==> src/rtl/light_sequencer_pkg.sv <==
// Shared types, default durations and lane helpers for the light sequencer.
package light_sequencer_pkg;

   localparam int unsigned TIMER_W         = 7;
   localparam int unsigned NUM_LANES       = 8;
   localparam int unsigned DEF_GREEN_TIME  = 30;
   localparam int unsigned DEF_YELLOW_TIME = 3;
   localparam int unsigned DEF_ALLRED_TIME = 1;

   typedef enum logic [1:0] {
      GREEN    = 2'd0,
      YELLOW   = 2'd1,
      ALL_RED  = 2'd2,
      EM_GREEN = 2'd3
   } state_e;

   // Lane 0 is the leftmost (MSB) bit of every lane vector.
   typedef logic [0:NUM_LANES-1] lane_t;

   function automatic lane_t phase_lanes(input logic [1:0] phase);
      lane_t m;
      m = '0;
      m[{phase, 1'b0}] = 1'b1;
      m[{phase, 1'b1}] = 1'b1;
      return m;
   endfunction

   function automatic logic [TIMER_W-1:0] clamp_time(input logic [TIMER_W-1:0] t);
      return (t == '0) ? TIMER_W'(1) : t;
   endfunction

endpackage

==> src/rtl/light_sequencer_countdown.sv <==
// tick_countdown: loadable 7-bit down-counter; expires on a tick while at 1.
module tick_countdown
   import light_sequencer_pkg::*;
#(
   parameter logic [TIMER_W-1:0] RESET_VAL = TIMER_W'(DEF_ALLRED_TIME)
) (
   input  logic               clk,
   input  logic               rst,
   input  logic               tick_i,
   input  logic               load_i,
   input  logic [TIMER_W-1:0] load_val_i,
   output logic               expire_o
);

   logic [TIMER_W-1:0] count_q, count_d;

   always_comb begin
      count_d = count_q;
      if (load_i) begin
         count_d = load_val_i;
      end else if (tick_i && (count_q > TIMER_W'(1))) begin
         count_d = count_q - TIMER_W'(1);
      end
   end

   // NOTE: sequential state is updated with non-blocking assignments only.
   always_ff @(posedge clk or posedge rst) begin
      if (rst) count_q <= RESET_VAL;
      else     count_q <= count_d;
   end

   assign expire_o = tick_i && (count_q <= TIMER_W'(1));

endmodule

==> src/rtl/light_sequencer.sv <==
// Four-phase traffic light sequencer with emergency preemption; all outputs registered.
module light_sequencer
   import light_sequencer_pkg::*;
#(
   parameter int unsigned GREEN_TIME  = DEF_GREEN_TIME,
   parameter int unsigned YELLOW_TIME = DEF_YELLOW_TIME,
   parameter int unsigned ALLRED_TIME = DEF_ALLRED_TIME
) (
   input  logic         clk,
   input  logic         reset,
   input  logic         tick,
   input  logic         loadCommand,
   input  logic [6:0]   loadTime,
   input  logic [0:7]   laneOutput,
   output logic [0:7]   lightGreen,
   output logic [0:7]   lightYellow,
   output logic [0:7]   lightRed,
   output logic         emergencyActive,
   output logic         emergencyDone
);

   state_e             state_q, state_d;
   logic [1:0]         phase_q, phase_d;
   logic               pend_q, pend_d;
   lane_t              pmask_q, pmask_d;
   logic [TIMER_W-1:0] ptime_q, ptime_d;
   lane_t              emask_q, emask_d;
   logic               emclr_q, emclr_d;
   lane_t              green_d, yellow_d;
   logic               done_d, active_d;
   logic               req, expire, load;
   logic [TIMER_W-1:0] load_val;

   tick_countdown #(
      .RESET_VAL (TIMER_W'(ALLRED_TIME))
   ) u_timer (
      .clk        (clk),
      .rst        (reset),
      .tick_i     (tick),
      .load_i     (load),
      .load_val_i (load_val),
      .expire_o   (expire)
   );

   assign req = loadCommand && (laneOutput != '0);

   // NOTE: every output of this block gets a default first, so no latches are inferred.
   always_comb begin
      state_d  = state_q;
      phase_d  = phase_q;
      pend_d   = pend_q;
      pmask_d  = pmask_q;
      ptime_d  = ptime_q;
      emask_d  = emask_q;
      emclr_d  = emclr_q;
      done_d   = 1'b0;
      load     = 1'b0;
      load_val = '0;

      if (req && (state_q != EM_GREEN)) begin
         pend_d  = 1'b1;
         pmask_d = laneOutput;
         ptime_d = loadTime;
      end

      // emclr_q marks the yellow/all-red that clears an emergency green.
      unique case (state_q)
         GREEN: begin
            if (pend_d || expire) begin
               state_d  = YELLOW;
               load     = 1'b1;
               load_val = TIMER_W'(YELLOW_TIME);
            end
         end
         YELLOW: begin
            if (expire) begin
               state_d  = ALL_RED;
               load     = 1'b1;
               load_val = TIMER_W'(ALLRED_TIME);
               if (!emclr_q) phase_d = phase_q + 2'd1;
            end
         end
         ALL_RED: begin
            if (expire) begin
               load    = 1'b1;
               emclr_d = 1'b0;
               if (pend_d) begin
                  state_d  = EM_GREEN;
                  load_val = clamp_time(ptime_d);
                  emask_d  = pmask_d;
                  pend_d   = 1'b0;
               end else begin
                  state_d  = GREEN;
                  load_val = TIMER_W'(GREEN_TIME);
               end
            end
         end
         EM_GREEN: begin
            if (req) begin
               load     = 1'b1;
               load_val = clamp_time(loadTime);
               emask_d  = laneOutput;
            end else if (expire) begin
               state_d  = YELLOW;
               load     = 1'b1;
               load_val = TIMER_W'(YELLOW_TIME);
               emclr_d  = 1'b1;
               done_d   = 1'b1;
            end
         end
         default: state_d = ALL_RED;
      endcase

      green_d  = '0;
      yellow_d = '0;
      unique case (state_d)
         GREEN:    green_d  = phase_lanes(phase_d);
         EM_GREEN: green_d  = emask_d;
         YELLOW:   yellow_d = emclr_d ? emask_d : phase_lanes(phase_d);
         default:  ;
      endcase
      active_d = pend_d || (state_d == EM_GREEN);
   end

   always_ff @(posedge clk or posedge reset) begin
      if (reset) begin
         state_q         <= ALL_RED;
         phase_q         <= 2'd0;
         pend_q          <= 1'b0;
         pmask_q         <= '0;
         ptime_q         <= '0;
         emask_q         <= '0;
         emclr_q         <= 1'b0;
         lightGreen      <= '0;
         lightYellow     <= '0;
         lightRed        <= '1;
         emergencyActive <= 1'b0;
         emergencyDone   <= 1'b0;
      end else begin
         state_q         <= state_d;
         phase_q         <= phase_d;
         pend_q          <= pend_d;
         pmask_q         <= pmask_d;
         ptime_q         <= ptime_d;
         emask_q         <= emask_d;
         emclr_q         <= emclr_d;
         lightGreen      <= green_d;
         lightYellow     <= yellow_d;
         lightRed        <= ~(green_d | yellow_d);
         emergencyActive <= active_d;
         emergencyDone   <= done_d;
      end
   end

endmodule

==> config.mk <==
export PLATFORM = sky130hd
export DESIGN_NAME = light_sequencer
export DESIGN_NICKNAME = d
export VERILOG_FILES = /design/src/rtl/light_sequencer_pkg.sv /design/src/rtl/light_sequencer_countdown.sv /design/src/rtl/light_sequencer.sv
export SDC_FILE = /design/constraint.sdc
export NUM_CORES = 1
export LEC_CHECK = 0
export CORE_MARGIN = 2
export CORE_UTILIZATION = 50
export CTS_CLUSTER_SIZE = 16
export DETAILED_ROUTE_END_ITERATION = 10
export PLACE_DENSITY = 0.85
export SLEW_MARGIN = 15
export SYNTH_ARGS = -nofsm -noshare
export SYNTH_HDL_FRONTEND = slang
export SYNTH_HIERARCHICAL = 1
export SYNTH_SLANG_ARGS = --single-unit
==> constraint.sdc <==
create_clock -name clk -period 3.21 [get_ports clk]
set_input_delay 0.642 -clock clk [delete_from_list [all_inputs] [get_ports clk]]
set_output_delay 0.642 -clock clk [all_outputs]
set_load 0.02 [all_outputs]
==> results of run 1 <==
cell type report:
class | count | area (sq um) | area share
inverters | 28 | 105 | 0.0228
repair buffers | 86 | 756 | 0.164
flip-flops and latches | 62 | 1560 | 0.340
clock buffers | 13 | 159 | 0.0345
multi-input cells | 272 | 1830 | 0.398
well taps | 96 | 120 | 0.0261
clock inverters | 3 | 67.6 | 0.0147
routing by layer:
metal  GRT usage  up-vias
met1       0.352     1636
met4       0.123        0
li1            -     1556
met3      0.0690       37
met5           0        -
met2       0.459      176
worst register-to-register path: stages (launching register included):
cell and delay, ns:
dfstp_2 0.58, ha_1 0.14, o21ba_2 0.20, nor4_2 0.30, inv_1 0.13, o31a_1 0.29
o221ai_1 0.18, and2_1 0.20, ha_1 0.27, nand2b_1 0.27, a21boi_0 0.33, a21oi_1 0.10
metrics by stage:
step	area, sq um	TNS, ns	hold slack, ns	std cells
finish	4600	0	0.496	560
global route	4600	0	0.514	560
CTS	4600	0	0.498	560
detailed placement	4380	-0.556	0.482	544
global placement	4380	0	0.460	544
floorplan	3560	0	0.445	377
synthesized netlist by cell type, drive strengths merged, types with 4 or more instances:
master	count	share of area
nand2	53	0.056
dfrtp	52	0.37
inv	27	0.028
a21oi	25	0.036
o21ai	23	0.037
nor2	19	0.020
dfstp	10	0.074
clkbuf	9	0.0098
ha	9	0.032
a31oi	8	0.018
nand3	8	0.011
a22oi	7	0.015
o211ai	7	0.015
o22ai	7	0.012
buf	6	0.0088
a21o	5	0.011
nor4	5	0.017
o311ai	5	0.017
and2	4	0.0070
and3	4	0.0074
and3b	4	0.0098
nand3b	4	0.0084
o21a	4	0.0084
or2	4	0.0070
kinds of logic after synthesis:
| family | after synthesis | share of synthesized area |
|---|---|---|
| flip-flops | 62 | 0.439 |
| multiplexers | 3 | 0.00914 |
| XOR/XNOR | 2 | 0.00492 |
| adder cells (fa/ha/maj) | 9 | 0.0316 |
| AND/OR/NAND/NOR | 124 | 0.183 |
| AO/OA/AOI/OAI | 134 | 0.284 |
| buffers and inverters | 43 | 0.0481 |
flip-flops by register name (all words and copies together), names as in the netlist:
name / flops
phase_q: 2
state_q: 2
ptime_q: 7
lightYellow: 8
emergencyActive: 1
emergencyDone: 1
pend_q: 1
u_timer/count_q: 7
emclr_q: 1
pmask_q: 8
lightGreen: 8
lightRed: 8
emask_q: 8
how the worst min path moves through the flow:
| stage | end | startpoint | depth (start not counted) | slack (ns) |
|---|---|---|---|---|
| global placement | pmask_q[5] | pmask_q[5] | 1 | 0.46 |
| CTS | pmask_q[5] | pmask_q[5] | 1 | 0.50 |
| floorplan | u_timer/count_q[1] | reset | 1 | 0.44 |
| global route | pmask_q[5] | pmask_q[5] | 1 | 0.51 |
| detailed placement | pmask_q[5] | pmask_q[5] | 1 | 0.48 |
| finish | pmask_q[5] | pmask_q[5] | 1 | 0.50 |
power groups by stage:
stage | Clock, mW | Sequential [mW] | Combinational [mW]
2_1_floorplan | 0 | 1.25 | 0.882
3_3_place_gp | 0 | 1.17 | 1.52
3_5_place_dp | 0 | 1.17 | 1.59
4_1_cts | 0.798 | 1.16 | 1.60
5_1_grt | 0.830 | 1.19 | 1.77
6_report | 0.784 | 1.17 | 1.62
==> flow_summary.json, run 1 <==
{
  "gr-usage-all-layers": 0.280,
  "max_freq_mhz": 325,
  "gp_congestion": 0.935,
  "synth_nets": 405,
  "cpLargestDelayFamily": "compound AO/OA/AOI/OAI gates",
  "htreeDepth": 3,
  "route.met2.wl_um": 5020,
  "yosysUniqueCellTypes": 77,
  "overflow": 0,
  "via_count": 3405,
  "cts_max_path_buffers": 2,
  "power.density_nw_per_um2": 776,
  "async_flop_share": 1.00,
  "status": "finished, final reports clean",
  "fin_nets": 487,
  "ys_seq_elements": 62,
  "power.clock.fraction": 0.220,
  "arrival_ns": 3.33,
  "clock-root-buffer": "clkbuf_8",
  "syn_to_final_growth_pct": 29.3,
  "setup_ws_ns": 0.137,
  "grt_max_degree": 34,
  "final-max-slew-violation-count": 0,
  "dieArea_sq_um": 7810,
  "swShare": 0.385,
  "vdd_drop_max_mv": 0.514,
  "drv_cap": 0,
  "cp_max_fo": 8,
  "fin_crit_ns": 3.07,
  "crit-reg2reg-launch": "u_timer/count_q[0]",
  "grt_pass1_wl_um": 16800,
  "drt-met1-wl_um": 4280,
  "pre_cts_ws_ns": -0.122,
  "clkSinkCount": 62,
  "highest_layer": "met4",
  "cp-start-kind": "register",
  "post_cts_buffers": 0,
  "leakagePower_nw": 2.04,
  "post_cts_resize_count": 0,
  "cp.depth": 11,
  "seq_area_frac_synth": 0.439,
  "hpwlAfterDp_um": 7710,
  "ant_nets": 0,
  "synth_edf_count": 0,
  "io_buffers": 44,
  "drive_gt1_frac": 0.198,
  "viasPerCell": 6.08,
  "grt_pass1_vias": 3473,
  "p_seq_frac": 0.328,
  "total_power_mw": 3.57,
  "reg2reg_depth": 11,
  "core_area_sq_um": 6830,
  "cp_cell_sequence": "ha_1, o21ba_2, nor4_2, inv_1, o31a_1, o221ai_1, and2_1, ha_1, nand2b_1, a21boi_0, a21oi_1",
  "slew_headroom": 0.583,
  "switchingPower_mw": 1.38,
  "rsz0062_at_grt": "no",
  "worst_pin_slew_ns": 0.617,
  "firstDrtPassIters": 5,
  "path_common_cell": "ha_1",
  "clkTransAtPathRegs_ns": 0.07,
  "p_int_mw": 2.20,
  "synth_cells": 377,
  "netlist_area_sq_um": 3560,
  "drc": 0,
  "r2r_end": "lightRed[6]",
  "mostFrequentLayoutCell": "nand2_1",
  "num_rows": 30,
  "clock_latency_ns": 0.34,
  "diodes": 0,
  "wl_met3_um": 700,
  "cts_tree": "yes",
  "slowest_stage": "dfstp_2",
  "post-route-util": 0.674,
  "cts_hold_buf": 0,
  "first_iter_violations": 324,
  "worstSetupPathType": "register to register",
  "worstHoldPathType": "register to register",
  "hold_viol_final": 0,
  "layout_common_cells": "nand2_1 (53), dfrtp_1 (52), clkdlybuf4s50_1 (44)",
  "max_stage_delay_ns": 0.58,
  "die_h_um": 88.4,
  "p_comb_frac": 0.453,
  "drt_wl_total_um": 10400,
  "fillCellCount": 521,
  "required_ns": 3.47,
  "wire_per_inst_um": 18.5,
  "io_pins": 45,
  "setup.worst_path.end": "lightRed[6]",
  "antenna_found_initial": 0,
  "crit_start": "u_timer/count_q[0]",
  "synth_area_per_cell_sq_um": 9.45,
  "ys_warn_count": 6,
  "endpoint_kind": "register",
  "r2r_slack_ns": 0.14,
  "synth-main-ff-cell": "dfrtp_1",
  "fin_worst_skew_ns": 0.0102,
  "chipWidth_um": 88.4,
  "worst-path-buf-inv": 1,
  "final.period_utilization": 0.957,
  "setup_violations": 0,
  "cts_buffers": 9,
  "start_util": 0.521
}
(Power assumes the default switching activity.)
==> inputs of run 2 (changes only) <==
--- a/config.mk
+++ b/config.mk
@@ -5,6 +5,7 @@
 export SDC_FILE = /design/constraint.sdc
 export NUM_CORES = 1
 export LEC_CHECK = 0
+export CAP_MARGIN = 20
 export CORE_MARGIN = 2
 export CORE_UTILIZATION = 50
 export CTS_CLUSTER_SIZE = 16
@@ -15,3 +16,4 @@
 export SYNTH_HDL_FRONTEND = slang
 export SYNTH_HIERARCHICAL = 1
 export SYNTH_SLANG_ARGS = --single-unit
+export TNS_END_PERCENT = 20
==> results of run 2 <==
Same layout as run 1: the final DEF is identical, and so are final timing and power.
==> inputs of run 3 (changes only) <==
--- a/config.mk
+++ b/config.mk
@@ -7,13 +7,13 @@
 export LEC_CHECK = 0
 export CAP_MARGIN = 20
 export CORE_MARGIN = 2
-export CORE_UTILIZATION = 50
+export CORE_UTILIZATION = 29
 export CTS_CLUSTER_SIZE = 16
 export DETAILED_ROUTE_END_ITERATION = 10
-export PLACE_DENSITY = 0.85
+export PLACE_DENSITY = 0.58
+export REMOVE_ABC_BUFFERS = 1
 export SLEW_MARGIN = 15
 export SYNTH_ARGS = -nofsm -noshare
 export SYNTH_HDL_FRONTEND = slang
 export SYNTH_HIERARCHICAL = 1
 export SYNTH_SLANG_ARGS = --single-unit
-export TNS_END_PERCENT = 20
==> run 3 against run 2 <==
Net effect: sequential power is essentially flat; setup slack gained 0.13 ns; clock power rose by 18%; combinational power barely moved; fmax up 4.3%; die area grew 69%; sequential share of layout area decreased by 0.96 points; global-route usage is 12 points lower; hold slack improved by 0.0032 ns; cell count rose by 9.1%; power rose by 3.7%; utilization is 28 points lower; critical path type is now input port to register; highest routed layer unchanged.
==> flow_summary.json, run 3 (synthesis results as in run 1) <==
{
  "status": "finished, final reports clean",
  "hpwlAfterDp_um": 7710,
  "num_rows": 40,
  "cts_max_path_buffers": 2,
  "power.density_nw_per_um2": 782,
  "wire_per_inst_um": 17.0,
  "final-max-slew-violation-count": 0,
  "cp-start-kind": "input port",
  "drive_gt1_frac": 0.203,
  "core_area_sq_um": 12000,
  "max_freq_mhz": 339,
  "p_comb_frac": 0.434,
  "cts_tree": "yes",
  "arrival_ns": 3.19,
  "hold-worst-slack_ns": 0.499,
  "fin_crit_ns": 2.95,
  "post_cts_resize_count": 0,
  "clkTransAtPathRegs_ns": 0.06,
  "p_int_mw": 2.26,
  "leakagePower_nw": 2.07,
  "clock_latency_ns": 0.33,
  "drt_wl_total_um": 10400,
  "post_cts_buffers": 0,
  "diodes": 0,
  "grt_pass1_wl_um": 16600,
  "drt-met1-wl_um": 5090,
  "syn_to_final_growth_pct": 33.0,
  "setup_violations": 0,
  "hold_viol_final": 0,
  "die_h_um": 115,
  "cts_hold_buf": 0,
  "antenna_found_initial": 0,
  "worst_pin_slew_ns": 0.633,
  "layout_common_cells": "nand2_1 (53), dfrtp_1 (52), clkdlybuf4s50_1 (44)",
  "rsz0062_at_grt": "no",
  "required_ns": 3.45,
  "worstHoldPathType": "register to register",
  "worstSetupPathType": "input port to register",
  "tns_ns": 0,
  "clkSinkCount": 62,
  "htreeDepth": 3,
  "firstDrtPassIters": 7,
  "vdd_drop_max_mv": 0.356,
  "p_seq_frac": 0.315,
  "grt_pass1_vias": 3165,
  "fillCellCount": 1182,
  "pre_cts_ws_ns": -0.0797,
  "gp_congestion": 0.895,
  "clock-root-buffer": "clkbuf_16",
  "fin_worst_skew_ns": 0.00828,
  "viasPerCell": 5.37,
  "swShare": 0.389,
  "setup_ws_ns": 0.263,
  "final.period_utilization": 0.918,
  "drc": 0,
  "grt_max_degree": 34,
  "overflow": 0,
  "reg2reg_depth": 11,
  "slew_headroom": 0.572,
  "gr-usage-all-layers": 0.162,
  "power.clock.fraction": 0.251,
  "io_buffers": 44,
  "via_count": 3281,
  "hold_depth": 1,
  "mostFrequentLayoutCell": "nand2_1",
  "fin_nets": 487,
  "io_pins": 45,
  "cp_max_fo": 5,
  "cts_buffers": 9,
  "endpoint_kind": "register",
  "first_iter_violations": 249,
  "highest_layer": "met4",
  "dieArea_sq_um": 13200,
  "chipWidth_um": 115,
  "start_util": 0.296,
  "drv_cap": 0,
  "route.met2.wl_um": 4670,
  "ant_nets": 0,
  "switchingPower_mw": 1.44,
  "wl_met3_um": 523,
  "total_power_mw": 3.70
}
==> run 3: cell types whose count changed in the layout (fill, tap and decap cells not counted) <==
cell / before / now
clkbuf_1: 2 / 0
inv_8: 0 / 1
nor4_4: 2 / 3
clkbuf_8: 11 / 0
clkbuf_16: 0 / 9
nor4_2: 1 / 0
clkinv_4: 0 / 2
inv_6: 0 / 3
bufinv_16: 2 / 0
==> run 3: worst max-delay path: stages <==
cell and delay (ns):
clkdlybuf4s50_1 0.49, nor4_4 0.40, a21oi_2 0.14, nor4_1 0.28, o21ai_0 0.17, and2_1 0.19, ha_1 0.31, nand2b_1 0.22
a21boi_0 0.27, a21oi_1 0.08
==> run 3: through the flow <==
stage                     area [sq um]   util  cells
after detailed placement          4440  0.370    595
after global routing              4740  0.394    611
after global placement            4440  0.370    595
final                             4740  0.394    611
after CTS                         4730  0.394    611
after floorplan                   3490      -    362
==> run 3: final timing paths <==
kind                               startpoint                 end  slack (ns)
min                                pmask_q[5]          pmask_q[5]        0.50
max                             laneOutput[7]         lightRed[7]        0.26
max in group asynchronous               reset         lightRed[7]        1.84
max reg2reg                u_timer/count_q[0]      lightYellow[2]        0.27
min in group asynchronous               reset  u_timer/count_q[6]        0.62
min reg2reg                        pmask_q[5]          pmask_q[5]        0.50
==> run 3: power groups by stage <==
stage,Sequential (mW),Combinational [mW],Clock [mW]
4_1_cts,1.16,1.59,0.952
2_1_floorplan,1.25,0.857,0
3_3_place_gp,1.17,1.56,0
6_report,1.17,1.61,0.929
3_5_place_dp,1.17,1.58,0
5_1_grt,1.20,1.75,0.989
==> run 3: layout make-up <==
cell class              count  area, sq um  area share
repair buffers             86          756       0.160
well taps                 147          184      0.0388
flip-flops and latches     62         1560       0.330
clock buffers               9          225      0.0475
inverters                  28          105      0.0222
clock inverters             7         62.6      0.0132
multi-input cells         272         1840       0.389
==> run 3: per-layer routing <==
metal | track usage | vias to the layer above
li1 | - | 1559
met1 | 0.237 | 1619
met2 | 0.245 | 96
met3 | 0.0322 | 7
met4 | 0.0410 | 0
met5 | 0 | -
